### src/rtl/por_seq_pkg.sv
// Shared types for the power-on reset sequencer: FSM states, reset causes
// and a small helper used to size the shared phase counter.
package por_seq_pkg;

  localparam int unsigned CAUSE_W = 2;

  typedef enum logic [1:0] {
    HOLD      = 2'b00,
    WAIT_LOCK = 2'b01,
    RELEASE   = 2'b10,
    RUN       = 2'b11
  } por_seq_state_e;

  typedef enum logic [CAUSE_W-1:0] {
    CAUSE_POR = 2'b01,
    CAUSE_SW  = 2'b10,
    CAUSE_WDT = 2'b11
  } rst_cause_e;

  // Largest of the three phase lengths; one counter serves every phase.
  function automatic int unsigned max3(int unsigned a, int unsigned b, int unsigned c);
    int unsigned m;
    m = a;
    if (b > m) m = b;
    if (c > m) m = c;
    return m;
  endfunction

endpackage

### src/rtl/por_reset_sequencer_if.sv
// Control/status bundle between the reset sequencer and the rest of the SoC:
// PLL lock and reset requests in, per-domain resets and status out.
interface por_reset_sequencer_if #(
  parameter int unsigned N_DOMAINS = 4
) ();

  logic                 pll_lock_i;
  logic                 sw_rst_req_i;
  logic                 wdt_rst_req_i;
  logic [N_DOMAINS-1:0] dom_rst_n_o;
  logic                 ready_o;
  logic [1:0]           rst_cause_o;
  logic                 lock_timeout_o;

  // System side: supplies lock and requests, consumes the resets.
  modport master (
    output pll_lock_i,
    output sw_rst_req_i,
    output wdt_rst_req_i,
    input  dom_rst_n_o,
    input  ready_o,
    input  rst_cause_o,
    input  lock_timeout_o
  );

  // Sequencer side.
  modport slave (
    input  pll_lock_i,
    input  sw_rst_req_i,
    input  wdt_rst_req_i,
    output dom_rst_n_o,
    output ready_o,
    output rst_cause_o,
    output lock_timeout_o
  );

endinterface

### src/rtl/por_reset_sequencer.sv
// Holds all core reset domains after POR, waits for PLL lock (or timeout),
// then releases the domains one by one; SW/WDT requests restart the sequence.
module por_reset_sequencer
  import por_seq_pkg::*;
#(
  parameter int unsigned N_DOMAINS      = 4,
  parameter int unsigned HOLD_CYCLES    = 16,
  parameter int unsigned STAGGER_CYCLES = 8,
  parameter int unsigned LOCK_TIMEOUT   = 1024
) (
  input  logic                  clk,
  input  logic                  rst_n,
  por_reset_sequencer_if.slave  bus
);

  localparam int unsigned CNT_W = $clog2(max3(HOLD_CYCLES, STAGGER_CYCLES, LOCK_TIMEOUT)) + 1;
  localparam int unsigned IDX_W = $clog2(N_DOMAINS + 1);

  por_seq_state_e       state_q, state_d;
  logic [CNT_W-1:0]     cnt_q, cnt_d;
  logic [IDX_W-1:0]     idx_q, idx_d;
  logic [N_DOMAINS-1:0] dom_q, dom_d;
  logic                 ready_q, ready_d;
  rst_cause_e           cause_q, cause_d;
  logic                 lt_q, lt_d;

  logic hold_done_c;
  logic lock_to_c;
  logic stagger_done_c;
  logic last_dom_c;
  logic req_c;

  assign hold_done_c    = (cnt_q == CNT_W'(HOLD_CYCLES - 1));
  assign lock_to_c      = (cnt_q == CNT_W'(LOCK_TIMEOUT - 1));
  assign stagger_done_c = (cnt_q == CNT_W'(STAGGER_CYCLES - 1));
  assign last_dom_c     = (idx_q == IDX_W'(N_DOMAINS - 1));
  assign req_c          = bus.sw_rst_req_i | bus.wdt_rst_req_i;

  // State register
  always_ff @(posedge clk or negedge rst_n) begin
    if (!rst_n) begin
      state_q <= HOLD;
    end else begin
      state_q <= state_d;
    end
  end

  // Datapath registers; every output comes straight from one of these.
  always_ff @(posedge clk or negedge rst_n) begin
    if (!rst_n) begin
      cnt_q   <= '0;
      idx_q   <= '0;
      dom_q   <= '0;
      ready_q <= 1'b0;
      cause_q <= CAUSE_POR;
      lt_q    <= 1'b0;
    end else begin
      cnt_q   <= cnt_d;
      idx_q   <= idx_d;
      dom_q   <= dom_d;
      ready_q <= ready_d;
      cause_q <= cause_d;
      lt_q    <= lt_d;
    end
  end

  // Next-state and next-output logic
  always_comb begin
    state_d = state_q;
    cnt_d   = cnt_q;
    idx_d   = idx_q;
    dom_d   = dom_q;
    ready_d = ready_q;
    cause_d = cause_q;
    lt_d    = lt_q;

    unique case (state_q)
      HOLD: begin
        if (hold_done_c) begin
          state_d = WAIT_LOCK;
          cnt_d   = '0;
        end else begin
          cnt_d = cnt_q + CNT_W'(1);
        end
      end

      WAIT_LOCK: begin
        if (bus.pll_lock_i || lock_to_c) begin
          dom_d = N_DOMAINS'(1);
          idx_d = IDX_W'(1);
          cnt_d = '0;
          // Flag only a release that lock itself did not justify.
          if (!bus.pll_lock_i) lt_d = 1'b1;
          if (N_DOMAINS == 1) begin
            state_d = RUN;
            ready_d = 1'b1;
          end else begin
            state_d = RELEASE;
          end
        end else begin
          cnt_d = cnt_q + CNT_W'(1);
        end
      end

      RELEASE: begin
        if (stagger_done_c) begin
          dom_d = dom_q | (N_DOMAINS'(1) << idx_q);
          idx_d = idx_q + IDX_W'(1);
          cnt_d = '0;
          if (last_dom_c) begin
            state_d = RUN;
            ready_d = 1'b1;
          end
        end else begin
          cnt_d = cnt_q + CNT_W'(1);
        end
      end

      RUN: begin
        // Terminal until a request or rst_n; lock loss is deliberately ignored.
      end

      default: begin
        state_d = HOLD;
        cnt_d   = '0;
      end
    endcase

    // Requests override whatever phase is in progress and re-assert every domain.
    if (req_c) begin
      state_d = HOLD;
      cnt_d   = '0;
      idx_d   = '0;
      dom_d   = '0;
      ready_d = 1'b0;
      cause_d = bus.wdt_rst_req_i ? CAUSE_WDT : CAUSE_SW;
    end
  end

  assign bus.dom_rst_n_o    = dom_q;
  assign bus.ready_o        = ready_q;
  assign bus.rst_cause_o    = cause_q;
  assign bus.lock_timeout_o = lt_q;

endmodule

### src/flat_wrapper.sv
// flat-port wrapper written by rule: the top's interface ports become plain ports
module por_reset_sequencer_flat import por_seq_pkg::*;
#(
  parameter int unsigned N_DOMAINS      = 4,
  parameter int unsigned HOLD_CYCLES    = 16,
  parameter int unsigned STAGGER_CYCLES = 8,
  parameter int unsigned LOCK_TIMEOUT   = 1024
)
  (clk, rst_n, bus_pll_lock_i, bus_sw_rst_req_i, bus_wdt_rst_req_i, bus_dom_rst_n_o, bus_ready_o, bus_rst_cause_o, bus_lock_timeout_o);
  por_reset_sequencer_if #(.N_DOMAINS(N_DOMAINS)) bus_i ();
  input  logic clk;
  input  logic rst_n;
  input wire logic [$bits(bus_i.pll_lock_i)-1:0] bus_pll_lock_i;
  input wire logic [$bits(bus_i.sw_rst_req_i)-1:0] bus_sw_rst_req_i;
  input wire logic [$bits(bus_i.wdt_rst_req_i)-1:0] bus_wdt_rst_req_i;
  output wire logic [$bits(bus_i.dom_rst_n_o)-1:0] bus_dom_rst_n_o;
  output wire logic [$bits(bus_i.ready_o)-1:0] bus_ready_o;
  output wire logic [$bits(bus_i.rst_cause_o)-1:0] bus_rst_cause_o;
  output wire logic [$bits(bus_i.lock_timeout_o)-1:0] bus_lock_timeout_o;
  assign bus_i.pll_lock_i = bus_pll_lock_i;
  assign bus_i.sw_rst_req_i = bus_sw_rst_req_i;
  assign bus_i.wdt_rst_req_i = bus_wdt_rst_req_i;
  assign bus_dom_rst_n_o = bus_i.dom_rst_n_o;
  assign bus_ready_o = bus_i.ready_o;
  assign bus_rst_cause_o = bus_i.rst_cause_o;
  assign bus_lock_timeout_o = bus_i.lock_timeout_o;
  por_reset_sequencer #(.N_DOMAINS(N_DOMAINS), .HOLD_CYCLES(HOLD_CYCLES), .STAGGER_CYCLES(STAGGER_CYCLES), .LOCK_TIMEOUT(LOCK_TIMEOUT)) u_core (.clk(clk), .rst_n(rst_n), .bus(bus_i));
endmodule
### config.mk
export PLATFORM = sky130hd
export DESIGN_NAME = por_reset_sequencer_flat
export DESIGN_NICKNAME = d
export VERILOG_FILES = /design/src/rtl/por_seq_pkg.sv /design/src/rtl/por_reset_sequencer_if.sv /design/src/rtl/por_reset_sequencer.sv /design/src/flat_wrapper.sv
export SDC_FILE = /design/constraint.sdc
export NUM_CORES = 1
export LEC_CHECK = 0
export ABC_AREA = 1
export BUFFER_PORTS_ARGS = -buffer_cell sky130_fd_sc_hd__buf_2
export CELL_PAD_IN_SITES_DETAIL_PLACEMENT = 0
export CELL_PAD_IN_SITES_GLOBAL_PLACEMENT = 1
export CORE_MARGIN = 2
export CORE_UTILIZATION = 46
export DETAILED_ROUTE_END_ITERATION = 10
export HOLD_SLACK_MARGIN = 0.03
export PLACE_DENSITY = 0.93
export SLEW_MARGIN = 10
export SYNTH_ARGS = -nofsm -noshare
export SYNTH_HDL_FRONTEND = slang
export SYNTH_SLANG_ARGS = --single-unit
### constraint.sdc
create_clock -name clk -period 3.83 [get_ports clk]
set_input_delay 0.766 -clock clk [delete_from_list [all_inputs] [get_ports clk]]
set_output_delay 0.766 -clock clk [all_outputs]
set_load 0.02 [all_outputs]
# Word level (Yosys, flattened, before mapping)
# Index checks and enable logic that the tools add are counted.
[op_classes]
addsub = 2
eq_ne = 10
shift = 1
muxes = 24
bitwise = 3
n_reduce_logical = 11
[ops]
columns = ["cell", "count"]
rows = [
  ["two-way mux 11 bit", 4],
  ["case mux 11 bit (3 select lines)", 1],
  ["two-way mux 4 bit", 3],
  ["inequality test 3 x 1 -> 1 bit, second input constant", 4],
  ["adder 11 x 1 -> 11 bit, second input constant", 1],
  ["equality test 11 x 10 -> 1 bit, second input constant", 1],
  ["equality test 11 x 3 -> 1 bit, second input constant", 1],
  ["equality test 11 x 4 -> 1 bit, second input constant", 1],
  ["two-way mux 2 bit", 5],
  ["two-way mux 3 bit", 3],
  ["AND reduction 3 bit", 3],
  ["case mux 4 bit (2 select lines)", 1],
  ["case mux 2 bit (3 select lines)", 1],
  ["case mux 3 bit (2 select lines)", 1],
  ["nonzero test 2 bit", 3],
  ["two-way mux 1 bit", 5],
  ["AND reduction 5 bit", 1],
  ["OR 4 bit", 1],
  ["nonzero test 4 bit", 1],
  ["<< shifter 1 x 3 -> 4 bit, first input constant", 1],
  ["adder 3 x 1 -> 3 bit, second input constant", 1],
  ["equality test 3 x 2 -> 1 bit, second input constant", 1],
  ["nonzero test 3 bit", 1],
  ["equality test 2 x 1 -> 1 bit, second input constant", 1],
  ["other kinds (5)", 5],
]
[word_totals]
register_bits = 24
output_inout_bits = 8
wordCells = 58

# Logic depth before layout (Yosys ltp)
# Gate-level depths: netlist of run 1.
[depth]
ltp_word = 5
ltp_mapped = 11
ltp_nobuf = 11

# Worst setup path before layout of run 1
# OpenSTA, ideal clock, no wires.
[synth_path]
path_kind = "input to register"
from = "in bus_wdt_rst_req_i"
to = "reg u_core.cnt_q[6]"
t_arrival_ns = 1.545
t_required_ns = 3.706
slack_ns = 2.162
path_stages = 7
path_buffers = 1
path_cell_list = "nor2_2 -> nand2_2 -> nor2_4 -> inv_2 -> buf_2 -> a21oi_1 -> a21oi_1"
[synth_between]
elab_chain_len = 2
elab_cells_between_ends = 3
classes_between = "mux (1); bitwise (1); reduce/logical (1)"
[synth_rtl]
columns = ["element", "line_no", "text"]
rows = [
  ["start: declaration", "flat_wrapper.sv:15", "input wire logic [$bits(bus_i.wdt_rst_req_i)-1:0] bus_wdt_rst_req_i;"],
  ["OR 1 bit *", "por_reset_sequencer.sv:37", "assign req_c = bus.sw_rst_req_i | bus.wdt_rst_req_i;"],
  ["nonzero test 4 bit (no line) or two-way mux 11 bit (tied branches)", "--", ""],
  ["end signal: assignment", "por_reset_sequencer.sv:58", "cnt_q <= cnt_d;"],
  ["end: declaration", "por_reset_sequencer.sv:20", "logic [CNT_W-1:0] cnt_q, cnt_d;"],
]
# Every way passes the cells marked *; elsewhere a longest branch is shown, timed or not.
# A chain may end at the register's enable or synchronous reset.

# Worst setup path after layout of run 1
[layout_path]
from = "in bus_wdt_rst_req_i"
to = "reg u_core.cnt_q[3]"
# Same word-level chain as after synthesis.

==> results of run 1 <==
==> layer usage <==
metal	track usage [%]	routed length (µm)	share of wire (%)	vias up
li1	-	-	-	679
met1	24.26	1446	46	595
met2	31.70	1543	49	15
met3	1.863	73	2.3	6
met4	6.991	67	2.1	0
met5	0	0	0	-
==> path summary, 6_finish.rpt <==
check / startpoint / to / slack, ns / depth (start not counted)
setup / recovery: bus_wdt_rst_req_i / u_core.cnt_q[3] / 1.80 / 8
hold / removal: rst_n / u_core.bus.dom_rst_n_o[3] / 0.40 / 1
setup reg to reg: u_core.state_q[1] / u_core.state_q[0] / 1.81 / 11
hold reg to reg: u_core.bus.lock_timeout_o / u_core.bus.lock_timeout_o / 0.48 / 1
max in group asynchronous: rst_n / u_core.bus.rst_cause_o[0] / 3.04 / 1
min in group clk: u_core.bus.lock_timeout_o / u_core.bus.lock_timeout_o / 0.48 / 1
==> cell usage in the layout, fill, tap and decap left out, types with 2 or more instances in the layout <==
cell / count
o21ai_0: 3
buf_2: 12
nor2_1: 22
or2_2: 2
inv_2: 3
a21oi_1: 13
nor2_2: 5
nand4_1: 2
nand3_1: 11
dfrtp_1: 23
clkbuf_4: 3
nand2_1: 60
o21ai_1: 4
o21ai_2: 5
xor2_1: 3
ha_1: 10
inv_1: 27
==> cell families after synthesis <==
group | count (synthesis) | share of synthesized area, %
AND/OR/NAND/NOR | 108 | 30.83
adder cells (fa/ha/maj) | 10 | 8.091
XOR/XNOR | 3 | 1.699
flip-flops | 24 | 38.92
buffers and inverters | 33 | 8.657
AO/OA/AOI/OAI | 30 | 11.81
==> registers in the layout, summed over array words and instances, names as in the netlist <==
register,count
u_core.bus.lock_timeout_o,1
u_core.bus.rst_cause_o,2
u_core.idx_q,3
u_core.bus.ready_o,1
u_core.bus.dom_rst_n_o,4
u_core.cnt_q,11
u_core.state_q,2
==> power breakdown <==
part	switching (W)	internal, W	total, W
combinational	0.0000708	0.0000326	0.000103
clock	0.0000794	0.0000581	0.000137
sequential	0.00000963	0.000264	0.000273
==> stage by stage <==
stage | cells | cell area, µm² | setup slack, ns | power, W | util (%)
6_report | 267 | 1679 | 1.804 | 0.0005143 | 51.12
5_1_grt | 267 | 1679 | 1.619 | 0.0005504 | 51.12
4_1_cts | 267 | 1679 | 1.786 | 0.0005207 | 51.12
3_5_place_dp | 263 | 1643 | 1.448 | 0.0003840 | 50.02
3_3_place_gp | 263 | 1643 | 1.449 | 0.0003827 | 50.02
2_1_floorplan | 208 | 1546 | 2.162 | 0.0003579 | -
==> critical path, delay by kind of cell <==
family | cells | cell delay (ns)
buffers and inverters | 2 | 0.25
AND/OR/NAND/NOR | 5 | 1.08
AO/OA/AOI/OAI | 1 | 0.18
==> final cells by class <==
cell class	count	area (µm²)
flip-flops and latches	24	601.8
well taps	46	57.56
inverters	30	112.6
repair buffers	12	60.06
clock buffers	4	36.28
fillers	344	1605
multi-input cells	151	810.8
==> impl_results.md, run 1 <==
- RSZ-0062 raised after global routing: no
- Ports: 13
- Dpl hpwl: 2.368 mm
- Largest net degree at the start of global routing: 25
- Synth area leader: dfrtp_1
- Hold Path Class: input port to async pin
- H-tree depth: 1
- Root Driver: clkbuf_4
- Cell variety after synth: 29
- Drt pass-1 iters: 4
- Worst Path Arrival: 2.28 ns
- Period minus WS final: 2.026 ns
- Maximum vdd drop: 0.0001710 V
- RD Place Congestion: slightly above 0.8
- Reg clk slew, reported paths: between 0.1 and 0.15 ns
- Synth Cell Area: roughly 0.0015 mm²
- Via count: between 1k and 1.5k
- Worst-Margin Slew: approximately 0.55 ns
- Pwr dens: 306.3 mW/mm²
- Final setup fails: 0
- Routed WL per cell: 11.72 µm
- Required @ worst endpoint: 4.09 ns
- Post-CTS resize count: 0
- Initial core utilization: 47.09%
- Vias in the first global route: 1221
- Yosys top cell area share: 37.22%
- Ant. Diodes: 0
- Seq/Total Area, Yosys: approximately 39%
- Die Y: 61.98 µm
- Worst skew pair latency: 0.32 ns
- FF+latch count, synth: 24
- Setup TNS: 0 ns
- Top FF cell, synth: dfrtp_1
- Achievable Freq: 493.5 MHz
- Number of post-CTS setup repair buffers: 0
- CP Capture Type: flip-flop
- FFs w/ async S/R, synth: 100.0%
- Pleak: 0.8173 nW
- Final WL: 3.129 mm
- Initial antenna violation count: 0
- GR Overflow Total: 0
- Slowest stage delay, CP: ~0.40 ns
- CTS Buf Count: 3
- Synth Area per Inst: 7.435 µm²
- Global-route wire length before repair: 5.264 mm
- Max_slew headroom: a little under two thirds
- Clock Skew: 0.01297 ns
- Vias per std cell: 4.850
- Crit Path Category: input port to flip-flop
- Crit path cell chain: buf_2 -> nor2_2 -> inv_2 -> nor2_2 -> nand2_1 -> nand3_4 -> nand2_1 -> a21oi_1
- Site Rows: 21
- Syn-to-layout area delta: 8.576%
- DIE WIDTH: 61.98 µm
- Total GRT Usage: between 10% and 20%
- CTS Buffer Depth: 2
- Most frequent cell after synthesis: nand2_1
- Die ar.: approximately 0.0038 mm²
- # DRC: 0
- Synth Instances: 208
- Max-Cap Viols: 0
- Number of port buffers: 12
- CTS tree: done
- Most area-consuming cells after synthesis: dfrtp_1 (37%), nand2_1 (15%), ha_1 (8.1%), inv_1 (6.6%), nor2_1 (5.3%)
- Worst setup SP type: input port
- Status: finished, final reports clean
- CTS Sinks: 24
- Core area: 0.003284 mm²
- Drt initial violations: 52
- Final Cycle Share: about 53%
- Final hold vios: 0
- CP Max Fanout: 18
- Final Slew Violations: 0
- Synth Warn #: 0
- Commonest cells post-synth: nand2_1 (60), inv_1 (27), dfrtp_1 (23)
- Worst path slowest cell: nor2_2
- Hold_ws: 0.4045 ns
- EDFF count, synth: 0
- Layout cells sized above 1: 16.74%
- ANT nets after route: 0
- Syn Nets: 223
- Nets@finish: 237
- Hold Buf Count CTS: 0
Note: power is estimated with default switching activity, not from simulation.
==> inputs of run 2 (changes only) <==
ABC_AREA = 0   (was 1)
CORE_UTILIZATION = 45   (was 46)
PLACE_DENSITY = 0.87   (was 0.93)
clock period = 1.9 ns   (was 3.83 ns; I/O delays follow)
==> run 2 against run 1 <==
The run now ends with negative setup slack left. Synthesized area down 8.9%. Flip-flop and latch count is the same. Non-clock buffer count is 45 higher. Via count increased by 2.9%. Cell count is 13% lower. Total power is 110% higher. Largest power group unchanged.
==> impl_results.md, run 2 <==
- EDFF count, synth: 0 (unchanged)
- Worst-Margin Slew: 0.5706 ns (+0.02455 ns)
- Worst Path Arrival: 2.27 ns (about the same)
- Length of routed met2 wiring: 1.835 mm (+19%)
- Most area-consuming cells after synthesis: dfrtp_1 (41%), ha_1 (8.9%), nand2_1 (3.5%), nand3_1 (3.2%), nor2_1 (3.2%)
- Core area: 0.003003 mm² (-8.6%)
- CP Max Fanout: 7 (-11)
- H-tree depth: 1 (unchanged)
- Synth Area per Inst: 10.14 µm² (+36%)
- Seq. cell area: 601.8 µm² (unchanged)
- Worst path slowest cell: or4_4
- Inst Count DP: 220 (-16%)
- Pleak: 0.9411 nW (+15%)
- Most common cell after layout, fill and taps aside: buf_4
- Yosys top cell area share: 40.85% (+3.6 points)
- Post-route setup slack: -0.1277 ns (-1.931 ns)
- Synth area leader: dfrtp_1
- Site Rows: 20 (-4.8%)
- Hold Path Class: input port to flip-flop
- CP Capture Type: flip-flop
- Max_slew headroom: 61.96% (-1.6 points)
- Reg2Reg Depth: 8 (-3)
- GR Overflow Total: 0 (unchanged)
- FF+latch count, synth: 24 (unchanged)
- Int Power: 0.0007741 W (+120%)
- Pwr dens: 519.4 mW/mm² (+70%)
- Cell variety after synth: 45 (+55%)
- Status: complete, but fails checks
- Met3 WL: 215 µm (+190%)
- Multi-input logic area: 983.4 µm² (+21%)
- Worst skew pair latency: 0.34 ns (+0.02 ns)
- Max-Cap Viols: 0 (unchanged)
- Final hold vios: 0 (unchanged)
- Layout cells sized above 1: 53.03% (+36 points)
- Ant. Diodes: 0 (unchanged)
- Crit Path Category: flip-flop to flip-flop
- Dpl hpwl: 2.469 mm (+4.2%)
- Failing checks: negative setup slack
- Synth Instances: 139 (-33%)
- Vias per std cell: 5.771 (+19%)
- Crit path cell chain: or4_4 -> buf_6 -> o41ai_4 -> buf_4 -> a31oi_4 -> buf_6 -> a31oi_4 -> o31ai_2
- Buf/Inv on CP: 3 (+1)
- RD Place Congestion: 0.8346 (+2.2%)
- Final Total Pwr: 0.001097 W (+110%)
- Syn Nets: 154 (-31%)
- Routed met1 length: 1.720 mm (+19%)
- Placed Area: 0.001780 mm² (+8.4%)
- R2r startpoint: u_core.cnt_q[10]
- Clock power share: 26.4% (-0.3 points)
- Period minus WS final: ~2.0 ns
- # DRC: 0 (unchanged)
- Routed WL per cell: 16.62 µm (+42%)
- Number of port buffers: 12 (unchanged)
- Worst R2R End: u_core.cnt_q[8]
- Reg power frac: 48.5% (-4.7 points)
- Most frequent cell after synthesis: dfrtp_1
- Die Y: 59.96 µm (-3.3%)
- Sw frac: 29.43% (-1.6 points)
- CTS Buf Count: 3 (unchanged)
- Synth Cell Area: 0.001409 mm² (-8.9%)
- Global-route wire length before repair: 5.961 mm (+13%)
- Total GRT Usage: 22.77% (+4.2 points)
- Reg-to-reg setup timing slack: -0.13 ns (-1.94 ns)
- DR top layer: met4
- Reg clk slew, reported paths: 0.14 ns (about the same)
- Worst setup SP type: flip-flop
- Most frequent cells in the layout: buf_4 (38), dfrtp_1 (23), nand2_1 (12), buf_2 (12), nor2_1 (11)
- Syn-to-layout area delta: 49.91%
- Achievable Freq: 493.2 MHz
- Post-route cell area: 0.002112 mm² (+26%)
- Via count: 1333 (+2.9%)
- Die ar.: 0.003595 mm² (-6.4%)
- # fillers: 199 (-42%)
- CTS Buffer Depth: 2 (unchanged)
- Final setup fails: 12 (+12)
- Clock Skew: 0.01016 ns (-0.002814 ns)
- Final WL: 3.840 mm (+23%)
- Maximum vdd drop: 0.0005492 V (+220%)
- Drt pass-1 iters: 4 (unchanged)
- Final Cycle Share: 106.7%
- Layout Cells excl Fill: 231 (-13%)
- Comb power frac: 25.1% (+5.0 points)
- Seq/Total Area, Yosys: 42.72% (+3.8 points)
- CP Capture Point: u_core.cnt_q[8]
- Top delay family on crit path: simple AND/OR/NAND/NOR gates
- Synth Warn #: 0 (unchanged)
- Critical path origin: u_core.cnt_q[10]
- Vias in the first global route: 1255 (+2.8%)
- Post-layout util: 70.33% (+19 points)
- Initial antenna violation count: 0 (unchanged)
- Nets@finish: 214 (-9.7%)
- Ports: 13 (unchanged)
- Largest net degree at the start of global routing: 25 (unchanged)
- Required @ worst endpoint: 2.14 ns (-1.95 ns)
- Commonest cells post-synth: dfrtp_1 (23), nand2_1 (13), nor2_1 (12)
- ANT nets after route: 0 (unchanged)
- Top FF cell, synth: dfrtp_1
- Slowest stage delay, CP: 0.56 ns (+0.16 ns)
- Max reg flops: 11 (unchanged)
- Final Slew Violations: 0 (unchanged)
- Root Driver: clkbuf_4
- CTS Sinks: 24 (unchanged)
- Initial core utilization: 46.92% (-0.17 points)
- Sw Pwr: 0.0003229 W (+100%)
- Largest reg by FF count: u_core.cnt_q
- Crit path depth: 8 (unchanged)
- RSZ-0062 raised after global routing: yes
- Setup TNS: -0.8703 ns (-0.8703 ns)
- FFs w/ async S/R, synth: 100.0% (unchanged)
- Drt initial violations: 62 (+19%)
- CTS tree: done
- DIE WIDTH: 59.96 µm (-3.3%)
run 2: area by class of cell:
type | instances | share of cell area [%]
sequential | 24 | 28.50
tap | 33 | 1.955
multi-input combinational | 106 | 46.56
timing repair buffer | 57 | 20.02
clock buffer | 4 | 1.718
inverter | 7 | 1.244
run 2: cells by family (layout without fill, tap and decap cells):
logic type,Yosys count,after routing,synth area share (%)
xor+xnor,1,1,0.6218
buf+inv,9,68,2.931
compound gates,36,36,21.14
flops,24,24,42.72
mux,3,3,2.309
simple gates,56,56,21.40
fa+ha+maj,10,10,8.881
run 2: repair_timing:
item	4_1_cts	5_1_grt
pin swaps	11	7
hold buffers	1	0
endpoints found under the hold margin	23	0
resized for setup	24	27
endpoints found under the setup margin	20	20
setup buffers	3	4
run 2: metrics by stage:
stage	hold WS, ns	setup slack (ns)
2_1_floorplan	0.08441	-0.1538
3_3_place_gp	0.3851	-0.1023
3_5_place_dp	0.3969	-0.1880
4_1_cts	0.2503	-0.1434
5_1_grt	0.2506	-0.1912
6_report	0.2515	-0.1277
run 2: per-layer routing:
metal  global-route usage (%)  vias to the layer above
li1                         -                      629
met1                    31.61                      657
met2                    35.09                       40
met3                    4.113                        7
met4                    8.889                        0
met5                        0                        -
run 2: worst min path at each step:
stage,from,end,slack [ns],depth (start not counted)
6_report,bus_wdt_rst_req_i,u_core.bus.rst_cause_o[0],0.25,2
4_1_cts,bus_wdt_rst_req_i,u_core.bus.rst_cause_o[0],0.25,2
5_1_grt,bus_wdt_rst_req_i,u_core.bus.rst_cause_o[0],0.25,2
2_1_floorplan,rst_n,u_core.bus.dom_rst_n_o[0],0.08,0
3_3_place_gp,rst_n,u_core.bus.rst_cause_o[1],0.39,1
3_5_place_dp,rst_n,u_core.bus.rst_cause_o[1],0.40,1
run 2: power by group through the flow:
stage	logic [W]	clock network, W	registers, W
floorplan	0.0000984	0	0.000543
global placement	0.000196	0	0.000539
detailed placement	0.000200	0	0.000540
CTS	0.000234	0.000290	0.000530
global route	0.000297	0.000314	0.000534
finish	0.000276	0.000290	0.000532
